`src/rtl/gpa_fhdo_spi_master.sv`:
```
// SPI serializer for the GPA-FHDO gradient board: 24-bit frames out on MOSI,
// 24-bit readback captured on MISO, programmable SCLK half-period.
module gpa_fhdo_spi_master #(
  parameter int FRAME_BITS = 24,
  parameter int DIV_W      = 6
) (
  input  logic                  clk,
  input  logic                  rst,
  input  logic [DIV_W-1:0]      spi_div_i,
  input  logic [FRAME_BITS-1:0] data_i,
  input  logic                  valid_i,
  output logic                  busy_o,
  output logic                  err_o,
  output logic [FRAME_BITS-1:0] rdata_o,
  output logic                  rdata_valid_o,
  output logic                  spi_clk_o,
  output logic                  spi_csn_o,
  output logic                  spi_sdo_o,
  input  logic                  spi_sdi_i
);

  localparam int BW = $clog2(FRAME_BITS);

  localparam logic [2:0] S_IDLE  = 3'd0;
  localparam logic [2:0] S_SETUP = 3'd1;
  localparam logic [2:0] S_SHIFT = 3'd2;
  localparam logic [2:0] S_HOLD  = 3'd3;
  localparam logic [2:0] S_GAP   = 3'd4;

  logic [2:0]            state;
  logic [DIV_W-1:0]      div_q;
  logic [DIV_W-1:0]      cnt;
  logic [BW-1:0]         bit_q;
  logic [FRAME_BITS-1:0] tx_q;
  logic [FRAME_BITS-1:0] rx_q;
  logic                  tick;
  logic                  last_bit;
  logic                  accept;

  // cnt runs 0..div_q, so H = div_q+1 never needs an extra counter bit
  assign tick     = (cnt == div_q);
  assign last_bit = (bit_q == BW'(FRAME_BITS - 1));
  assign accept   = valid_i &&
                    ((state == S_IDLE) || ((state == S_GAP) && tick));

  always_ff @(posedge clk) begin
    if (rst) begin
      state         <= S_IDLE;
      div_q         <= '0;
      cnt           <= '0;
      bit_q         <= '0;
      tx_q          <= '0;
      rx_q          <= '0;
      busy_o        <= 1'b0;
      err_o         <= 1'b0;
      rdata_o       <= '0;
      rdata_valid_o <= 1'b0;
      spi_clk_o     <= 1'b0;
      spi_csn_o     <= 1'b1;
      spi_sdo_o     <= 1'b0;
    end else begin
      rdata_valid_o <= 1'b0;
      err_o         <= valid_i & busy_o & ~accept;
      cnt           <= (tick || state == S_IDLE) ? '0 : cnt + 1'b1;
      unique case (state)
        S_IDLE: begin
        end
        S_SETUP: begin
          if (tick) begin
            state     <= S_SHIFT;
            spi_clk_o <= 1'b1;
          end
        end
        S_SHIFT: begin
          if (tick) begin
            if (spi_clk_o) begin
              // falling edge: capture MISO and present the next MOSI bit
              spi_clk_o <= 1'b0;
              rx_q      <= {rx_q[FRAME_BITS-2:0], spi_sdi_i};
              tx_q      <= tx_q << 1;
              spi_sdo_o <= last_bit ? 1'b0 : tx_q[FRAME_BITS-2];
            end else if (last_bit) begin
              state <= S_HOLD;
            end else begin
              spi_clk_o <= 1'b1;
              bit_q     <= bit_q + 1'b1;
            end
          end
        end
        S_HOLD: begin
          if (tick) begin
            state     <= S_GAP;
            spi_csn_o <= 1'b1;
          end
        end
        S_GAP: begin
          if (tick) begin
            state         <= S_IDLE;
            busy_o        <= 1'b0;
            rdata_o       <= rx_q;
            rdata_valid_o <= 1'b1;
          end
        end
        default: state <= S_IDLE;
      endcase
      // accept last so a back-to-back request overrides the GAP exit
      if (accept) begin
        state     <= S_SETUP;
        busy_o    <= 1'b1;
        spi_csn_o <= 1'b0;
        spi_clk_o <= 1'b0;
        spi_sdo_o <= data_i[FRAME_BITS-1];
        tx_q      <= data_i;
        div_q     <= spi_div_i;
        bit_q     <= '0;
        cnt       <= '0;
      end
    end
  end

endmodule

```
`config.mk`:
```
export PLATFORM = sky130hd
export DESIGN_NAME = gpa_fhdo_spi_master
export DESIGN_NICKNAME = d
export VERILOG_FILES = /design/src/rtl/gpa_fhdo_spi_master.sv
export SDC_FILE = /design/constraint.sdc
export NUM_CORES = 1
export LEC_CHECK = 0
export BUFFER_PORTS_ARGS = -buffer_cell sky130_fd_sc_hd__buf_2
export CAP_MARGIN = 20
export CORE_UTILIZATION = 50
export CTS_BUF_LIST = sky130_fd_sc_hd__clkbuf_4
export CTS_CLUSTER_DIAMETER = 30
export CTS_CLUSTER_SIZE = 20
export DETAILED_ROUTE_END_ITERATION = 10
export PLACE_DENSITY = 0.78
export SETUP_SLACK_MARGIN = 0.05
export SLEW_MARGIN = 20
export SYNTH_ARGS = -nofsm -noshare
export SYNTH_HDL_FRONTEND = slang
export SYNTH_SLANG_ARGS = --single-unit
```
`constraint.sdc`:
```
create_clock -name clk -period 1.8 [get_ports clk]
set_clock_uncertainty 0.2 [all_clocks]
set_input_delay 0.09 -clock clk [delete_from_list [all_inputs] [get_ports clk]]
set_output_delay 0.09 -clock clk [all_outputs]
set_load 0.005 [all_outputs]
```
==> impl_metrics.ini <==
[run_status]
status = finished with violations
violations = negative setup slack

[global_routing]
antenna_found_initial = 0
grt_pass1_vias = 3435
grt.total_usage = 0.226
grt_max_degree = 80
grt-ovfl-total = 0
grt_pass1_wl_um = 15000

[clock_network]
clock_latency_ns = 0.44
clock_sinks = 97
numCtsBuffers = 9
cts.path.max_buffers = 2
cts-root-buf = clkbuf_4
cts.reportedPaths.clkPinSlew_ns = 0.15
h-tree-depth = 3
cts_tree = yes

[routing]
vias = 3665
ant_nets = 0
wire_per_inst_um = 14.1
drt_wl_total_um = 9620
dr.first_iter.drc_count = 153
drc_errors = 0
firstDrtPassIters = 5
via_per_inst = 5.36

[critical_path]
path_class = reg2reg
critPathMaxFanout = 8
crit_required_ns = 1.95
endpoint_kind = register
arrival_ns = 2.12
crit_path_start_kind = register

[floorplan]
start_util = 0.524
core_um2 = 7370
die_x_um = 89.9
die_area_um2 = 8080
row_count = 31
die_h_um = 89.9
io-pin-count = 64

[finish]
layout-drive-gt1-share = 0.294
stdcell_count = 684
fin_nets = 616
insertedDiodeCount = 0
area_delta_synth_final_pct = 35.3

[power]
p_seq_frac = 0.429
p_sw_frac = 0.359
leakage_nw = 1.99
p_switching_w = 0.00229
power_density_nw_per_um2 = 1220
ir_worst_vdd_mv = 0.748
clock_power_share = 0.183
internal-power_w = 0.00410
pwr-share-comb = 0.388

[logic_synthesis]
synth-compound-area-share = 0.168
ys_seq_area_frac = 0.503
synth.yosys.warnings = 0
synth_seq_cells = 97
synth_top_family_by_area = simple AND/OR/NAND/NOR gates
synth.distinct_cells = 36
synth_area_um2 = 3860
synthesis.nets = 510
synth_xor_area_frac = 0.0385
synth.avg_cell_area_um2 = 8.15
synthMuxAreaShare = 0.00259
synthCells = 474
synthAdderAreaFrac = 0.00648
synthSimpleGateAreaFrac = 0.226

[sta]
rsz0062_at_grt = true
slew_violations = 0
max_slew.worst_pin.slew_ns = 0.349
hold_violations = 0
hold_slack_ns = 0.0333
relSlewSlack = 0.767
setup_violations = 51
final.min_clock_period_ns = 1.97
fin_ws_ns = -0.168
timing.fmax_ghz = 0.508
timing.final.crit_share = 1.09
tns_ns = -2.39

[placement]
portBuffers = 63
dp_slack_ns = -0.143
hpwl_um = 5330
dp_cells = 627
gp_congestion = 0.841

[job]
drv_cap = 0

[worst_hold_path]
hold_class = in2reg
-- cell usage after synthesis --
library cell	n	share of area
nand2_1	135	0.13
dfxtp_1	97	0.50
a21oi_1	83	0.11
nor2_1	35	0.034
a211oi_1	19	0.037
buf_2	13	0.017
nor3_1	13	0.017
xnor2_1	13	0.029
clkbuf_1	11	0.011
nand3_1	9	0.012
buf_4	5	0.0097
buf_6	5	0.015
a211oi_2	4	0.013
xor2_1	4	0.0091
inv_1	3	0.0029
and3_1	2	0.0032
ha_1	2	0.0065
nor3_2	2	0.0052
o21ai_0	2	0.0026
a21o_2	1	0.0023
a311oi_1	1	0.0023
a31oi_1	1	0.0016
and4_1	1	0.0023
inv_2	1	0.00097
mux2i_1	1	0.0026
nand2b_1	1	0.0016
nand4_1	1	0.0016
nand4_2	1	0.0032
nand4b_1	1	0.0023
nor2b_1	1	0.0016
nor4_1	1	0.0016
nor4b_1	1	0.0023
o21bai_1	1	0.0019
or3_1	1	0.0016
or3_4	1	0.0029
or3b_4	1	0.0029
-- placed cells by master (no fill, tap or decap), types with 2 or more instances in the layout --
cell           instances
a211oi_1              18
a211oi_2               5
a21oi_1               75
a21oi_2                6
a21oi_4                2
and3_1                 2
buf_12                 8
buf_2                 63
buf_4                 19
buf_6                  4
clkbuf_4              10
clkinv_2               2
dfxtp_1               83
dfxtp_2               12
dfxtp_4                2
dlygate4sd3_1         33
ha_1                   2
inv_1                  3
inv_6                  2
nand2_1              131
nand2_2                4
nand3_1                9
nor2_1                29
nor2_2                 5
nor3_1                 7
nor3_2                 6
nor3_4                 2
o21ai_0                2
or3_4                  2
xnor2_1                9
xnor2_4                3
xor2_1                 2
xor2_2                 2
-- cells by family after synthesis --
group	Yosys count
fa+ha+maj	2
xor+xnor	17
mux	1
simple gates	207
compound gates	112
buf+inv	38
flops	97
-- worst max-delay path: stages, from the launching register on --
cell and delay [ns]:
dfxtp_4 0.38, or3b_4 0.42, nor3_4 0.16, a21o_4 0.22, clkbuf_16 0.19, a21oi_1 0.05, a211oi_1 0.27
-- metal layers --
layer  vias to the layer above  share of wire  GRT usage
li1                       1800              -          -
met1                      1721           0.43      0.272
met2                       117           0.50      0.392
met3                        27          0.048     0.0406
met4                         0          0.026      0.105
met5                         -              0          0
-- cell type report --
class | instances | area, µm²
clock buffers | 10 | 75.1
flip-flops and latches | 97 | 1960
fillers | 549 | 2140
repair buffers | 129 | 1050
multi-input cells | 339 | 1940
clock inverters | 6 | 65.1
well taps | 99 | 124
inverters | 4 | 15.0
-- sequential cells by signal (all words and copies together), names as in the netlist --
signal         count
bit_q              5
busy_o             1
cnt                6
div_q              6
err_o              1
rdata_o           24
rdata_valid_o      1
rx_q              24
spi_clk_o          1
spi_csn_o          1
spi_sdo_o          1
state              3
tx_q              23
-- power groups by stage --
stage	Sequential, W	Clock [W]	Combinational (W)
floorplan	0.00266	0	0.00132
detailed placement	0.00270	0	0.00180
finish	0.00274	0.00117	0.00248
global placement	0.00269	0	0.00174
CTS	0.00268	0.00119	0.00208
global route	0.00277	0.00128	0.00268
-- path summary, 6_finish.rpt --
kind / start / to / slack (ns) / cells after the start
setup reg to reg: state[0] / tx_q[7] / -0.17 / 6
setup / recovery: state[0] / tx_q[7] / -0.17 / 6
hold reg to reg: rdata_o[1] / rdata_o[1] / 0.26 / 2
hold / removal: valid_i / state[0] / 0.03 / 4
-- per-stage QoR --
step	utilization	total power, W	cell area, µm²
finish	0.710	0.00640	5230
global route	0.710	0.00672	5230
CTS	0.685	0.00595	5040
global placement	0.603	0.00444	4450
floorplan	-	0.00397	3920
detailed placement	0.603	0.00450	4450
-- repair_timing --
item | in CTS | in global routing
pin swaps | 5 | 8
gates cloned | 1 | 1
setup buffers | 3 | 3
hold buffers | 33 | 0
endpoints found under the setup margin | 93 | 95
endpoints found under the hold margin | 38 | 0
gates resized for setup | 23 | 32
No activity file was read; power rests on OpenSTA's default activity.
